File: src/rtl/cdr_loop_filter_pkg.sv
// rtl/cdr_loop_filter_pkg.sv - shared types, defaults and helpers for the CDR loop filter
package cdr_loop_filter_pkg;

   // Loop filter FSM state encodings
   typedef enum logic {
      ST_TRACK = 1'b0,
      ST_HOLD  = 1'b1
   } state_t;

   // Net phase-detector decision for one cycle
   typedef enum logic [1:0] {
      EV_NONE = 2'd0,
      EV_UP   = 2'd1,
      EV_DN   = 2'd2
   } ev_t;

   // Defaults shared with the phase mux and detector bench
   localparam int NPHASE_DEF  = 8;
   localparam int PHASE_W_DEF = 3;
   localparam int THRESH_DEF  = 4;
   localparam int ACC_W_DEF   = 5;
   localparam int HOLD_DEF    = 4;
   localparam int LOCK_N_DEF  = 16;

   // Coincident up/down edges cancel and count as no event
   function automatic ev_t classify(input logic ev_up, input logic ev_dn);
      ev_t ev;
      ev = EV_NONE;
      if (ev_up && !ev_dn) begin
         ev = EV_UP;
      end else if (ev_dn && !ev_up) begin
         ev = EV_DN;
      end
      return ev;
   endfunction

endpackage

File: src/rtl/cdr_loop_filter_if.sv
// rtl/cdr_loop_filter_if.sv - detector decisions in, phase select and status out
interface cdr_loop_filter_if #(
   parameter int PHASE_W = 3
);
   logic               up;
   logic               down;
   logic [PHASE_W-1:0] phase_sel;
   logic               step_up;
   logic               step_dn;
   logic               locked;

   modport master (
      output up,
      output down,
      input  phase_sel,
      input  step_up,
      input  step_dn,
      input  locked
   );

   modport slave (
      input  up,
      input  down,
      output phase_sel,
      output step_up,
      output step_dn,
      output locked
   );
endinterface

File: src/rtl/cdr_loop_filter_sync_edge.sv
// rtl/cdr_loop_filter_sync_edge.sv - 2-flop synchronizer with rising-edge detector
module cdr_loop_filter_sync_edge (
   input  logic clk,
   input  logic rst,
   input  logic din,
   output logic pulse
);
   logic meta;
   logic sync;
   logic hist;

   // Synchronize the async level and keep one cycle of history for edge detection
   always_ff @(posedge clk or negedge rst) begin
      if (!rst) begin
         meta <= 1'b0;
         sync <= 1'b0;
         hist <= 1'b0;
      end else begin
         meta <= din;
         sync <= meta;
         hist <= sync;
      end
   end

   // History resets to 0, so a level already high after reset still yields one edge
   assign pulse = sync & ~hist;

endmodule

File: src/rtl/cdr_loop_filter.sv
// rtl/cdr_loop_filter.sv - bounded random-walk loop filter stepping a multiphase clock select
module cdr_loop_filter
   import cdr_loop_filter_pkg::*;
#(
   parameter int NPHASE  = NPHASE_DEF,
   parameter int PHASE_W = PHASE_W_DEF,
   parameter int THRESH  = THRESH_DEF,
   parameter int ACC_W   = ACC_W_DEF,
   parameter int HOLD    = HOLD_DEF,
   parameter int LOCK_N  = LOCK_N_DEF
) (
   input  logic              clk,
   input  logic              rst,
   cdr_loop_filter_if.slave  bus
);

   if (NPHASE != 2**PHASE_W) begin : g_bad_nphase
      $error("cdr_loop_filter: NPHASE must equal 2**PHASE_W");
   end
   if (2**(ACC_W-1) <= THRESH) begin : g_bad_acc_w
      $error("cdr_loop_filter: ACC_W too narrow to hold +/-THRESH");
   end

   localparam logic signed [ACC_W-1:0] ACC_ONE  = ACC_W'(1);
   localparam logic signed [ACC_W-1:0] THR_POS  = ACC_W'(THRESH);
   localparam logic signed [ACC_W-1:0] THR_NEG  = -THR_POS;
   localparam logic        [3:0]       HOLD_LD  = 4'(HOLD);
   localparam logic        [7:0]       LOCK_MAX = 8'(LOCK_N);

   logic ev_up;
   logic ev_dn;
   ev_t  ev;

   state_t                    state,    state_nx;
   logic signed [ACC_W-1:0]   acc,      acc_nx;
   logic signed [ACC_W-1:0]   acc_sum;
   logic        [PHASE_W-1:0] phase,    phase_nx;
   logic        [3:0]         hold_cnt, hold_nx;
   logic        [7:0]         lock_cnt, lock_nx;
   logic                      step_up_q, step_up_nx;
   logic                      step_dn_q, step_dn_nx;
   logic                      locked_q;

   cdr_loop_filter_sync_edge u_up (
      .clk   (clk),
      .rst   (rst),
      .din   (bus.up),
      .pulse (ev_up)
   );

   cdr_loop_filter_sync_edge u_dn (
      .clk   (clk),
      .rst   (rst),
      .din   (bus.down),
      .pulse (ev_dn)
   );

   assign ev = classify(ev_up, ev_dn);

   // Next-state: integrate events in TRACK, step phase at threshold, sit out HOLD
   always_comb begin
      state_nx   = state;
      acc_nx     = acc;
      acc_sum    = acc;
      phase_nx   = phase;
      hold_nx    = hold_cnt;
      lock_nx    = lock_cnt;
      step_up_nx = 1'b0;
      step_dn_nx = 1'b0;

      case (state)
         ST_TRACK: begin
            if (ev != EV_NONE) begin
               acc_sum = (ev == EV_UP) ? (acc + ACC_ONE) : (acc - ACC_ONE);
               if (acc_sum == THR_POS) begin
                  phase_nx   = phase + 1'b1;
                  acc_nx     = '0;
                  step_up_nx = 1'b1;
                  hold_nx    = HOLD_LD;
                  lock_nx    = '0;
                  state_nx   = ST_HOLD;
               end else if (acc_sum == THR_NEG) begin
                  phase_nx   = phase - 1'b1;
                  acc_nx     = '0;
                  step_dn_nx = 1'b1;
                  hold_nx    = HOLD_LD;
                  lock_nx    = '0;
                  state_nx   = ST_HOLD;
               end else begin
                  acc_nx = acc_sum;
                  if (lock_cnt != LOCK_MAX) begin
                     lock_nx = lock_cnt + 8'd1;
                  end
               end
            end
         end
         ST_HOLD: begin
            // Events are dropped here; the last HOLD cycle hands back to TRACK
            acc_nx = '0;
            if (hold_cnt <= 4'd1) begin
               hold_nx  = '0;
               state_nx = ST_TRACK;
            end else begin
               hold_nx = hold_cnt - 4'd1;
            end
         end
         default: begin
            state_nx = ST_TRACK;
            acc_nx   = '0;
            hold_nx  = '0;
         end
      endcase
   end

   // State and output registers; locked tracks the counter on the same edge
   always_ff @(posedge clk or negedge rst) begin
      if (!rst) begin
         state     <= ST_TRACK;
         acc       <= '0;
         phase     <= '0;
         hold_cnt  <= '0;
         lock_cnt  <= '0;
         step_up_q <= 1'b0;
         step_dn_q <= 1'b0;
         locked_q  <= 1'b0;
      end else begin
         state     <= state_nx;
         acc       <= acc_nx;
         phase     <= phase_nx;
         hold_cnt  <= hold_nx;
         lock_cnt  <= lock_nx;
         step_up_q <= step_up_nx;
         step_dn_q <= step_dn_nx;
         locked_q  <= (lock_nx == LOCK_MAX);
      end
   end

   assign bus.phase_sel = phase;
   assign bus.step_up   = step_up_q;
   assign bus.step_dn   = step_dn_q;
   assign bus.locked    = locked_q;

endmodule
File: src/flat_wrapper.sv
// flat-port wrapper written by rule: the top's interface ports become plain ports
module cdr_loop_filter_flat import cdr_loop_filter_pkg::*;
#(
   parameter int NPHASE  = NPHASE_DEF,
   parameter int PHASE_W = PHASE_W_DEF,
   parameter int THRESH  = THRESH_DEF,
   parameter int ACC_W   = ACC_W_DEF,
   parameter int HOLD    = HOLD_DEF,
   parameter int LOCK_N  = LOCK_N_DEF
)
  (clk, rst, bus_up, bus_down, bus_phase_sel, bus_step_up, bus_step_dn, bus_locked);
  cdr_loop_filter_if #(.PHASE_W(PHASE_W)) bus_i ();
  input  logic clk;
  input  logic rst;
  input wire logic [$bits(bus_i.up)-1:0] bus_up;
  input wire logic [$bits(bus_i.down)-1:0] bus_down;
  output wire logic [$bits(bus_i.phase_sel)-1:0] bus_phase_sel;
  output wire logic [$bits(bus_i.step_up)-1:0] bus_step_up;
  output wire logic [$bits(bus_i.step_dn)-1:0] bus_step_dn;
  output wire logic [$bits(bus_i.locked)-1:0] bus_locked;
  assign bus_i.up = bus_up;
  assign bus_i.down = bus_down;
  assign bus_phase_sel = bus_i.phase_sel;
  assign bus_step_up = bus_i.step_up;
  assign bus_step_dn = bus_i.step_dn;
  assign bus_locked = bus_i.locked;
  cdr_loop_filter #(.NPHASE(NPHASE), .PHASE_W(PHASE_W), .THRESH(THRESH), .ACC_W(ACC_W), .HOLD(HOLD), .LOCK_N(LOCK_N)) u_core (.clk(clk), .rst(rst), .bus(bus_i));
endmodule
File: config.mk
export PLATFORM = sky130hd
export DESIGN_NAME = cdr_loop_filter_flat
export DESIGN_NICKNAME = d
export VERILOG_FILES = /design/src/rtl/cdr_loop_filter_pkg.sv /design/src/rtl/cdr_loop_filter_if.sv /design/src/rtl/cdr_loop_filter_sync_edge.sv /design/src/rtl/cdr_loop_filter.sv /design/src/flat_wrapper.sv
export SDC_FILE = /design/constraint.sdc
export NUM_CORES = 1
export LEC_CHECK = 0
export ABC_AREA = 1
export CAP_MARGIN = 20
export CORE_AREA = 2 2 63 65
export CTS_CLUSTER_DIAMETER = 120
export DETAILED_ROUTE_END_ITERATION = 8
export DIE_AREA = 0 0 65 67
export GPL_TIMING_DRIVEN = 0
export PLACE_DENSITY = 0.66
export SETUP_SLACK_MARGIN = 0.2
export SKIP_CTS_REPAIR_TIMING = 1
export SYNTH_ARGS = -nofsm -noshare
export SYNTH_HDL_FRONTEND = slang
export SYNTH_SLANG_ARGS = --single-unit
export TNS_END_PERCENT = 10
File: constraint.sdc
create_clock -name clk -period 4.13 [get_ports clk]
set_input_delay 0.826 -clock clk [delete_from_list [all_inputs] [get_ports clk]]
set_output_delay 0.826 -clock clk [all_outputs]
set_load 0.05 [all_outputs]
### Word-level counts from Yosys, hierarchy flattened

Cells that the tools add are included.
W data, S select, Z words.

* register bits: 30
* bits of input ports: 4
* output and inout bits: 6
* logic and storage cells: 71

* add/subtract/negate cells: 6
* order comparisons: 1
* eq/ne operators: 7
* muxes and demuxes: 30
* bitwise gates (word level): 5
* reductions and logical operators: 8

Operator list (number)
* $mux W8: 5
* $mux W5: 4
* $mux W4: 4
* $mux W1: 10
* $pmux W5 S2: 1
* $add A8 B1 Y8 const B: 1
* $eq A8 B5 Y1 const B: 1
* $ne A8 B5 Y1 const B: 1
* $pmux W4 S2: 1
* $mux W3: 2
* $add A5 B2 Y5 const B: 1
* $eq A5 B3 Y1 const B: 1
* $eq A5 B4 Y1 const B: 1
* $sub A5 B2 Y5 const B: 1
* $le A4 B1 Y1 const B: 1
* $mux W2: 2
* $reduce_bool A2 Y1: 2
* $sub A4 B1 Y4 const B: 1
* $add A3 B1 Y3 const B: 1
* $ne A3 B1 Y1 const B: 1
* $not A1 Y1: 3
* $reduce_and A3 Y1: 1
* $sub A3 B1 Y3 const B: 1
* $and A1 B1 Y1: 2
* 6 further kinds: 8

### Longest topological paths before layout

Gate-level depths: netlist (run 1).

* word-level depth: 14
* gate-level depth with buffers: 16
* depth with buffers taken out: 16

### Cells and area by module

From an unflattened synthesis (run 1), not the netlist that was laid out.

* cells, all modules: 203
* area total of the unflattened synthesis: 1700.4 um2

Modules (own cells, without submodules)
* cdr_loop_filter: instances 1, cells an instance 193, area each 1530.2 um2, seq. area each 600.6 um2
* cdr_loop_filter_sync_edge: instances 2, cells an instance 5, area each 85.1 um2, seq. area each 75.1 um2

### Least setup slack after synthesis (run 1)

No wires, ideal clock.

* kind: flip-flop to flip-flop
* start: register u_core.u_up.hist
* end: register u_core.phase[2] (netlist: u_core.bus.phase_sel[2])
* library setup time: 119 ps
* arrival: 2309 ps
* data required time: 4011 ps
* slack: 1702 ps
* cell stages (with the launch flop): 14
* buffers on the path: 0
* period minus slack after synthesis: 2428 ps
* path through: dfrtp_1 nor2_1 ha_1 inv_1 fa_1 xnor2_1 nor2_4 nand3_2 xor2_1 ha_1 o21ai_1 nand2_1 nand2_1 nand2_1

* word-level cells in the longest chain between the ends: 11

Ends and longest elaborated chain
* from (decl): RTL line cdr_loop_filter_sync_edge.sv:10 `logic hist;`
* from (signal assigned): RTL line cdr_loop_filter_sync_edge.sv:21 `hist <= sync;`
* $not A1 Y1 (*): RTL line cdr_loop_filter_sync_edge.sv:26 `assign pulse = sync & ~hist;`
* $and A1 B1 Y1 (*): RTL line cdr_loop_filter_sync_edge.sv:26
* $logic_not A1 Y1: RTL line cdr_loop_filter_pkg.sv:31 `end else if (ev_dn && !ev_up) begin`
* $logic_and A1 B1 Y1: RTL line cdr_loop_filter_pkg.sv:31
* $mux W2: RTL line cdr_loop_filter_pkg.sv:31
* $mux W2 (*): RTL line cdr_loop_filter_pkg.sv:29 `if (ev_up && !ev_dn) begin`
* $eq A2 B1 Y1: RTL line cdr_loop_filter.sv:74 `acc_sum = (ev == EV_UP) ? (acc + ACC_ONE) : (acc - ACC_ONE);`
* $mux W5: RTL line cdr_loop_filter.sv:74
* $eq A5 B3 Y1 / $eq A5 B4 Y1 (equally long branches): RTL line cdr_loop_filter.sv:82, cdr_loop_filter.sv:75
* $reduce_bool A2 Y1 (no source line)
* $reduce_and A3 Y1 (no source line)
* to (signal assigned): RTL line cdr_loop_filter.sv:129 `phase <= phase_nx;`
* to (decl): RTL line cdr_loop_filter.sv:37 `logic [PHASE_W-1:0] phase, phase_nx;`

Every way passes the cells marked *; elsewhere a longest branch is shown, timed or not.
A chain may end at the register's enable or synchronous reset.

### Worst setup path in the final report (run 1)

* start: register u_core.u_up.sync
* end: register u_core.phase[2] (netlist: u_core.bus.phase_sel[2])

* word-level cells in the longest chain between the ends: 10

Ends and longest elaborated chain
* from (decl): RTL line cdr_loop_filter_sync_edge.sv:9 `logic sync;`
* from (signal assigned): RTL line cdr_loop_filter_sync_edge.sv:20 `sync <= meta;`
* $and A1 B1 Y1 (*): RTL line cdr_loop_filter_sync_edge.sv:26
* $logic_not A1 Y1: RTL line cdr_loop_filter_pkg.sv:31
* $logic_and A1 B1 Y1: RTL line cdr_loop_filter_pkg.sv:31
* $mux W2: RTL line cdr_loop_filter_pkg.sv:31
* $mux W2 (*): RTL line cdr_loop_filter_pkg.sv:29
* $eq A2 B1 Y1: RTL line cdr_loop_filter.sv:74
* $mux W5: RTL line cdr_loop_filter.sv:74
* $eq A5 B3 Y1 / $eq A5 B4 Y1 (equally long branches): RTL line cdr_loop_filter.sv:82, cdr_loop_filter.sv:75
* $reduce_bool A2 Y1 (no source line)
* $reduce_and A3 Y1 (no source line)

Marked as above.

==> flow_metrics.tcl, run 1 <==
set metrics [dict create \
    gp_congestion 0.850 \
    insertion_delay_ps 280 \
    crit_chain "inv_1, nor2_1, ha_1, inv_1, ha_1, a21oi_1, nand3_1, nand2_2, nand3_2, xor2_1, ha_1, o21ai_1, nand2_1, nand2_1, nand2_1" \
    first_pass_iters 4 \
    grt_max_degree 17 \
    start_util_pct 48.4 \
    power_w 0.00144 \
    fin_crit_ps 2650 \
    fp.dieW_um 65 \
    yosys.area.top_type "dfrtp_1" \
    synth_top_area_share_pct 43.0 \
    met3_length_um 85 \
    grt_pass1_vias 1254 \
    numCtsBuffers 5 \
    port-buffer-count 9 \
    vdd.ir_drop.worst_uv 400 \
    power.density_nw_per_um2 707 \
    crit_buf_inv 2 \
    synth_cell_type_count 30 \
    die_area_um2 4360 \
    min_period_over_period_pct 64.3 \
    place_inst 269 \
    area_growth_pct 16.5 \
    drt_wl_total_mm 3.11 \
    h-tree-depth 2 \
    max_slew.worst_pin.slew_ps 793 \
    status "finished clean" \
    fin_setup_tns_ps 0 \
    cap_violations 0 \
    layout_commonest_cell "nand2_1" \
    crit_type "reg -> reg" \
    hold_viol 0 \
    grt-ovfl-total 0 \
    ys_seq_area_share_pct 43.0 \
    cp_slowest_stage_delay_ps 370 \
    grt.total_usage_pct 16.9 \
    finalSetupViolCount 0 \
    dpl.hpwl_mm 2.35 \
    fp-row-count 22 \
    critPathMaxFanout 8 \
    clockRootBuffer "clkbuf_8" \
    netlist_instances 211 \
    stdcell_count 277 \
    drtIter0Drc 40 \
    antennaDiodeCount 0 \
    synthTopCellsByArea "dfrtp_1, nand2_1, nand3_1" \
    wl_met2_mm 1.26 \
    antenna_found_initial 0 \
    grt_first_pass_wirelength_mm 5.51 \
    highest_layer "met4" \
    regArea_um2 751 \
    vias 1350 \
    drc 0 \
    drv_slew 0 \
    postRouteAntennaNets 0 \
    wl_per_cell_um 11.2 \
    p_leak_nw 1.02 \
    arrival_ps 2830 \
    clockBufferDepth 2 \
    hold_path.class "reg -> reg" \
    syn_nets 226 \
    avgSynthCellArea_um2 8.27 \
    die_h_um 67 \
    cts.sinks 30 \
    synth-seq-cells 30 \
    syn_area_um2 1750 \
    yosys_warnings 0 \
    required_ps 4300 \
    cts_tree "built" \
    start_kind "register" \
    wl_met1_mm 1.70 \
    clock.fmax_ghz 0.377 \
    rsz0062_at_grt "no" \
    io-pin-count 10 \
    path_clk_slew_ps 60 \
    final_cell_mix "nand2_1, dfrtp_1, nand3_1" \
    end_kind "register" \
    finClkSkew_ps 5.52 \
    vias_per_cell 4.87 \
    multiInputGateArea_um2 901 \
    nets 243 \
    core_um2 3610 \
    layout-drive-gt1-share_pct 13.5 \
    cp_top_family "adder cells" \
    cpMaxStageDelayCell "dfrtp_1" \
    relSlewSlack_pct 47.0 \
    fillers 344 \
]
==> synth_stat cells (all sizes together) <==
master,count
nor3,1
o22ai,1
or2,2
nand4,3
ha,10
o211ai,1
dfrtp,30
xor2,5
o21bai,1
fa,1
xnor2,1
nand3,31
o21ai,11
nor2,19
nand2,60
a21oi,5
inv,23
nand3b,4
clkinv,2
==> kinds of logic (layout without fill, tap and decap cells) <==
kind of cell	Yosys count	after routing	synth area share [%]
flops	30	30	43.0
xor+xnor	6	6	3.01
buf+inv	25	43	5.38
compound gates	19	19	6.88
simple gates	120	120	33.4
fa+ha+maj	11	11	8.32
==> worst reg2reg max path, stage by stage, from the launching register on <==
cell     delay [ps]
dfrtp_1         370
inv_1            50
nor2_1           30
ha_1            210
inv_1           180
ha_1            320
a21oi_1         220
nand3_1         110
nand2_2         130
nand3_2         200
xor2_1          200
ha_1            190
o21ai_1         170
nand2_1          70
nand2_1          60
nand2_1          50
==> routing by layer <==
layer  vias up  track usage, %
li1        726               -
met1       602            23.3
met2        16            24.2
met3         6            4.05
met4         0            9.57
met5         -               0
==> final timing paths <==
check	from	slack, ps	cells past startpoint	end
worst max-delay path	u_core.u_up.sync$_DFF_PN0_	1480	15	u_core.bus.phase_sel[2]$_DFFE_PN0P_
worst min-delay path	u_core.u_up.meta$_DFF_PN0_	350	0	u_core.u_up.sync$_DFF_PN0_
worst max register to register	u_core.u_up.sync$_DFF_PN0_	1480	15	u_core.bus.phase_sel[2]$_DFFE_PN0P_
worst min register to register	u_core.u_up.meta$_DFF_PN0_	350	0	u_core.u_up.sync$_DFF_PN0_
max in group asynchronous	rst	2590	2	u_core.acc[1]$_DFFE_PN0P_
min in group asynchronous	rst	1000	1	u_core.bus.step_dn$_DFF_PN0_
==> area by class of cell <==
class,count,area share [%]
sequential,30,36.9
clock buffer,8,5.42
multi-input combinational,156,44.3
inverter,25,4.62
tap,48,2.95
timing repair buffer,10,5.78
==> power by group <==
group	internal (W)	switching [W]
Clock	0.000168	0.000108
Sequential	0.000380	0.0000834
Combinational	0.000253	0.000446
==> state kept, by name, summed over array words and instances (netlist names) <==
name / count
u_core.u_dn.hist: 1
u_core.lock_cnt: 8
u_core.bus.locked: 1
u_core.acc: 5
u_core.u_dn.sync: 1
u_core.bus.step_dn: 1
u_core.bus.phase_sel: 3
u_core.u_up.hist: 1
u_core.u_up.meta: 1
u_core.u_dn.meta: 1
u_core.bus.step_up: 1
u_core.state: 1
u_core.u_up.sync: 1
u_core.hold_cnt: 4
==> per-stage QoR <==
| stage | hold WS [ps] | area (µm²) | worst slack [ps] | utilization (%) |
|---|---|---|---|---|
| 6_report | 351 | 2030 | 1480 | 56.4 |
| 5_1_grt | 351 | 2030 | 1260 | 56.4 |
| 4_1_cts | 352 | 2030 | 1460 | 56.4 |
| 3_5_place_dp | 336 | 1920 | 1480 | 53.3 |
| 3_3_place_gp | 332 | 1900 | 1470 | 52.6 |
| 2_1_floorplan | 331 | 1750 | 1700 | - |
No activity file was read; power rests on OpenSTA's default activity.
==> run 2, diff against run 1 <==
clock period = 2.55 ns   (was 4.13 ns; I/O delays follow)
==> run 2 against run 1 <==
Against the previous run: die area unchanged; non-clock buffer count rose by 3; global-route usage increased by 0.45 points; via count grew 2.1%; sequential power is 65% higher; hold slack improved by 1.5 ps; core utilization increased by 3.2 points; register-to-register slack worse by 1300 ps; flip-flop and latch count unchanged; sequential share of layout area fell by 2.0 points; fmax is 12% higher; critical path type unchanged; critical endpoint unchanged; largest cell class unchanged; largest power group unchanged.
==> flow_metrics.tcl, run 2 (synthesis results as in run 1) <==
set metrics [dict create \
    status "finished clean" \
    fp-row-count 22 \
    vias_per_cell 4.93 \
    largest_registers "u_core.lock_cnt (8), u_core.acc (5), u_core.hold_cnt (4)" \
    antennaDiodeCount 0 \
    layout-drive-gt1-share_pct 20.7 \
    dpl_cell_area_um2 1960 \
    grt_pass1_vias 1250 \
    fp.dieW_um 65 \
    max_slew.worst_pin.slew_ps 760 \
    grt-ovfl-total 0 \
    crit_type "reg -> reg" \
    wl_per_cell_um 11.4 \
    layout_commonest_cell "nand2_1" \
    drc 0 \
    min_delay_path_depth 0 \
    area_growth_pct 23.2 \
    hold_viol 0 \
    rsz0062_at_grt "yes" \
    r2r_setup_slack_ps 170 \
    cap_violations 0 \
    vias 1379 \
    drtIter0Drc 62 \
    drt_wl_total_mm 3.20 \
    port-buffer-count 9 \
    relSlewSlack_pct 49.2 \
    rr_worst_depth 13 \
    crit_start "u_core.u_up.sync$_DFF_PN0_" \
    end_kind "register" \
    dpl.hpwl_mm 2.35 \
    fin_area_um2 2150 \
    required_ps 2730 \
    first_pass_iters 4 \
    r2r-end "u_core.bus.phase_sel[2]$_DFFE_PN0P_" \
    rr_startpoint "u_core.u_up.sync$_DFF_PN0_" \
    clockBufferDepth 2 \
    min_from "u_core.u_dn.meta$_DFF_PN0_" \
    gp_congestion 0.780 \
    place_inst 269 \
    fin_setup_tns_ps 0 \
    die_area_um2 4360 \
    insertion_delay_ps 280 \
    power.density_nw_per_um2 1150 \
    cts_tree "built" \
    start_util_pct 48.4 \
    cts.sinks 30 \
    h-tree-depth 2 \
    antenna_found_initial 0 \
    nets 246 \
    drv_slew 0 \
    p_leak_nw 1.03 \
    clockRootBuffer "clkbuf_8" \
    numCtsBuffers 5 \
    core_um2 3610 \
    critPathMaxFanout 6 \
    final_cell_mix "nand2_1, dfrtp_1, nand3_1" \
    grt_first_pass_wirelength_mm 5.64 \
    grt.total_usage_pct 17.4 \
    largest_register_ffs 8 \
    hold_path.class "reg -> reg" \
    finalSetupViolCount 0 \
    start_kind "register" \
    vdd.ir_drop.worst_uv 504 \
    clock.fmax_ghz 0.421 \
    finClkSkew_ps 5.06 \
    postRouteAntennaNets 0 \
    whs_endpoint "u_core.u_dn.sync$_DFF_PN0_" \
    largest-register "u_core.lock_cnt" \
    path_clk_slew_ps 60 \
    fin_crit_ps 2380 \
    die_h_um 67 \
    min_period_over_period_pct 93.2 \
    grt_max_degree 17 \
    arrival_ps 2560 \
    stdcell_count 280 \
    io-pin-count 10 \
]
==> run 2: cell count changes in the layout (fill, tap and decap cells not counted), sizes merged <==
cell,before,now
clkinvlp,0,1
clkbuf,8,6
clkinv,2,3
buf,1,4
==> run 2: worst max path at each step <==
stage,end,slack (ps),cells past startpoint
after detailed placement,u_core.bus.phase_sel[2]$_DFFE_PN0P_,40,16
after floorplan,u_core.bus.phase_sel[2]$_DFFE_PN0P_,200,12
after CTS,u_core.bus.phase_sel[2]$_DFFE_PN0P_,30,16
after global placement,u_core.bus.phase_sel[2]$_DFFE_PN0P_,90,15
final,u_core.bus.phase_sel[2]$_DFFE_PN0P_,170,13
after global routing,u_core.bus.phase_sel[2]$_DFFE_PN0P_,50,14
==> run 2: through the flow <==
| stage | hold slack [ps] | power, W | setup WS [ps] | util [%] |
|---|---|---|---|---|
| 2_1_floorplan | 214 | 0.00169 | 200 | - |
| 3_3_place_gp | 335 | 0.00193 | 86.8 | 53.5 |
| 3_5_place_dp | 340 | 0.00195 | 35.7 | 54.3 |
| 4_1_cts | 354 | 0.00236 | 32.9 | 56.9 |
| 5_1_grt | 366 | 0.00270 | 52.1 | 59.6 |
| 6_report | 352 | 0.00247 | 173 | 59.6 |
==> run 2: routing by layer <==
metal	wire [µm]	vias up	track usage, %	share of wire [%]
met5	0	-	0	0
li1	-	721	-	-
met4	60	0	7.98	1.9
met3	92	6	4.05	2.9
met1	1590	636	23.0	50
met2	1460	16	26.9	46
==> run 2: area by class of cell <==
cell class | instances | area, µm²
well taps | 48 | 60.1
inverters | 25 | 96.3
fillers | 343 | 1460
clock inverters | 2 | 12.5
multi-input cells | 156 | 1000
flip-flops and latches | 30 | 751
repair buffers | 13 | 144
clock buffers | 6 | 82.6
==> run 2: critical path, cell delays in order, from the launching register on <==
cell and delay, ps:
dfrtp_1 340, inv_1 40, nor2_1 100, ha_2 220, inv_4 80, fa_2 380, xnor2_2 170, nor2_4 180
nand3_4 120, xor2_2 160, ha_2 180, o21bai_2 190, nand3b_1 80, nand2_1 50
==> run 2: power breakdown <==
group / internal (W) / switching, W / leakage (nW)
Sequential: 0.000615 / 0.000152 / 0.382
Combinational: 0.000511 / 0.000795 / 0.600
Clock: 0.000216 / 0.000178 / 0.0472
Total: 0.00134 / 0.00112 / 1.03
==> run 3, diff against run 2 <==
SETUP_SLACK_MARGIN = 0.4   (was 0.2)
==> run 3 against run 2 <==
Against the previous run: first-iteration DRC count rose by 34%; sequential share of layout area fell by 0.50 points; flip-flop and latch count did not move; global-route usage rose by 0.085 points; fmax rose by 2.0%; largest cell class unchanged; critical path type unchanged.
==> flow_metrics.tcl, run 3 (synthesis results as in run 1) <==
set metrics [dict create \
    status "finished clean" \
    max_slew.worst_pin.slew_ps 733 \
    drc 0 \
    gp_congestion 0.804 \
    hold_path.class "reg -> reg" \
    multiInputGateArea_um2 1010 \
    power_w 0.00252 \
    hold_viol 0 \
    clock.fmax_ghz 0.429 \
    required_ps 2730 \
    power.density_nw_per_um2 1160 \
    dpl.hpwl_mm 2.37 \
    pre_cts_ws_ps 33.2 \
    min_delay_path_depth 0 \
    min_period_over_period_pct 91.4 \
    vias 1386 \
    area_growth_pct 24.9 \
    end_kind "register" \
    drt_wl_total_mm 3.25 \
    fin_crit_ps 2330 \
    antennaDiodeCount 0 \
    port-buffer-count 9 \
    drtIter0Drc 83 \
    clockBufferDepth 2 \
    relSlewSlack_pct 50.9 \
    numCtsBuffers 5 \
    fillers 304 \
    path_clk_slew_ps 60 \
    vdd.ir_drop.worst_uv 523 \
    dpl_cell_area_um2 1960 \
    clockRootBuffer "clkbuf_8" \
    p_leak_nw 1.05 \
    final_cell_mix "nand2_1, dfrtp_1, nand3_1" \
    cap_violations 0 \
    antenna_found_initial 0 \
    largest_register_ffs 8 \
    vias_per_cell 4.86 \
    largest-register "u_core.lock_cnt" \
    first_pass_iters 2 \
    die_h_um 67 \
    drv_slew 0 \
    insertion_delay_ps 280 \
    grt_pass1_vias 1290 \
    start_util_pct 48.4 \
    fp.dieW_um 65 \
    start_kind "register" \
    grt.total_usage_pct 17.5 \
    fin_setup_tns_ps 0 \
    nets 252 \
    wl_per_cell_um 11.4 \
    rr_worst_depth 12 \
    die_area_um2 4360 \
    regArea_um2 751 \
    fin_area_um2 2180 \
    rsz0062_at_grt "yes" \
    h-tree-depth 2 \
    cts.sinks 30 \
    layout-drive-gt1-share_pct 22.8 \
    postRouteAntennaNets 0 \
    io-pin-count 10 \
    critPathMaxFanout 6 \
    grt_max_degree 18 \
    grt-ovfl-total 0 \
    cts_tree "built" \
    finClkSkew_ps 3.77 \
    arrival_ps 2510 \
    crit_type "reg -> reg" \
    core_um2 3610 \
    fp-row-count 22 \
    finalSetupViolCount 0 \
    fin_ws_ps 219 \
    layout_commonest_cell "nand2_1" \
    grt_first_pass_wirelength_mm 5.69 \
    largest_registers "u_core.lock_cnt (8), u_core.acc (5), u_core.hold_cnt (4)" \
]
[run 3: area by class of cell]
class | count | area share [%]
multi-input cells | 156 | 46.3
flip-flops and latches | 30 | 34.4
repair buffers | 19 | 8.49
inverters | 25 | 4.42
clock buffers | 5 | 3.16
well taps | 48 | 2.75
clock inverters | 2 | 0.459
[run 3: where the power goes]
part | total (W) | internal [W] | switching [W]
clock network | 0.000354 | 0.000182 | 0.000171
logic | 0.00140 | 0.000573 | 0.000828
registers | 0.000765 | 0.000616 | 0.000150
total | 0.00252 | 0.00137 | 0.00115
[run 3: per-layer routing]
layer | global-route usage, % | routed length [µm] | up-vias
li1 | - | - | 737
met1 | 22.8 | 1640 | 625
met2 | 27.4 | 1440 | 17
met3 | 4.05 | 102 | 7
met4 | 7.98 | 62 | 0
met5 | 0 | 0 | -
[run 3: critical path, stage by stage (launching register included)]
cell and delay (ps):
dfrtp_1 370, nor2_2 110, ha_2 210, inv_4 70, fa_2 380, xnor2_2 170, nor2_4 160, nand3_4 100
xor2_1 150, ha_2 190, o21bai_2 190, nand3b_1 80, nand2_1 50
[run 3: stage by stage]
step / utilization, % / instances / hold WS [ps]
2_1_floorplan: - / 211 / 214
5_1_grt: 60.5 / 285 / 366
4_1_cts: 56.6 / 276 / 355
3_3_place_gp: 53.6 / 268 / 335
3_5_place_dp: 54.4 / 269 / 340
6_report: 60.5 / 285 / 352
[run 3: path summary, 6_finish.rpt]
kind,start,end,slack (ps)
setup / recovery,u_core.u_up.hist$_DFF_PN0_,u_core.bus.phase_sel[2]$_DFFE_PN0P_,220
hold / removal,u_core.u_dn.meta$_DFF_PN0_,u_core.u_dn.sync$_DFF_PN0_,350
setup reg to reg,u_core.u_up.hist$_DFF_PN0_,u_core.bus.phase_sel[2]$_DFFE_PN0P_,220
hold reg to reg,u_core.u_dn.meta$_DFF_PN0_,u_core.u_dn.sync$_DFF_PN0_,350
max in group asynchronous,rst,u_core.lock_cnt[2]$_DFF_PN0_,1350
min in group asynchronous,rst,u_core.hold_cnt[0]$_DFFE_PN0P_,670
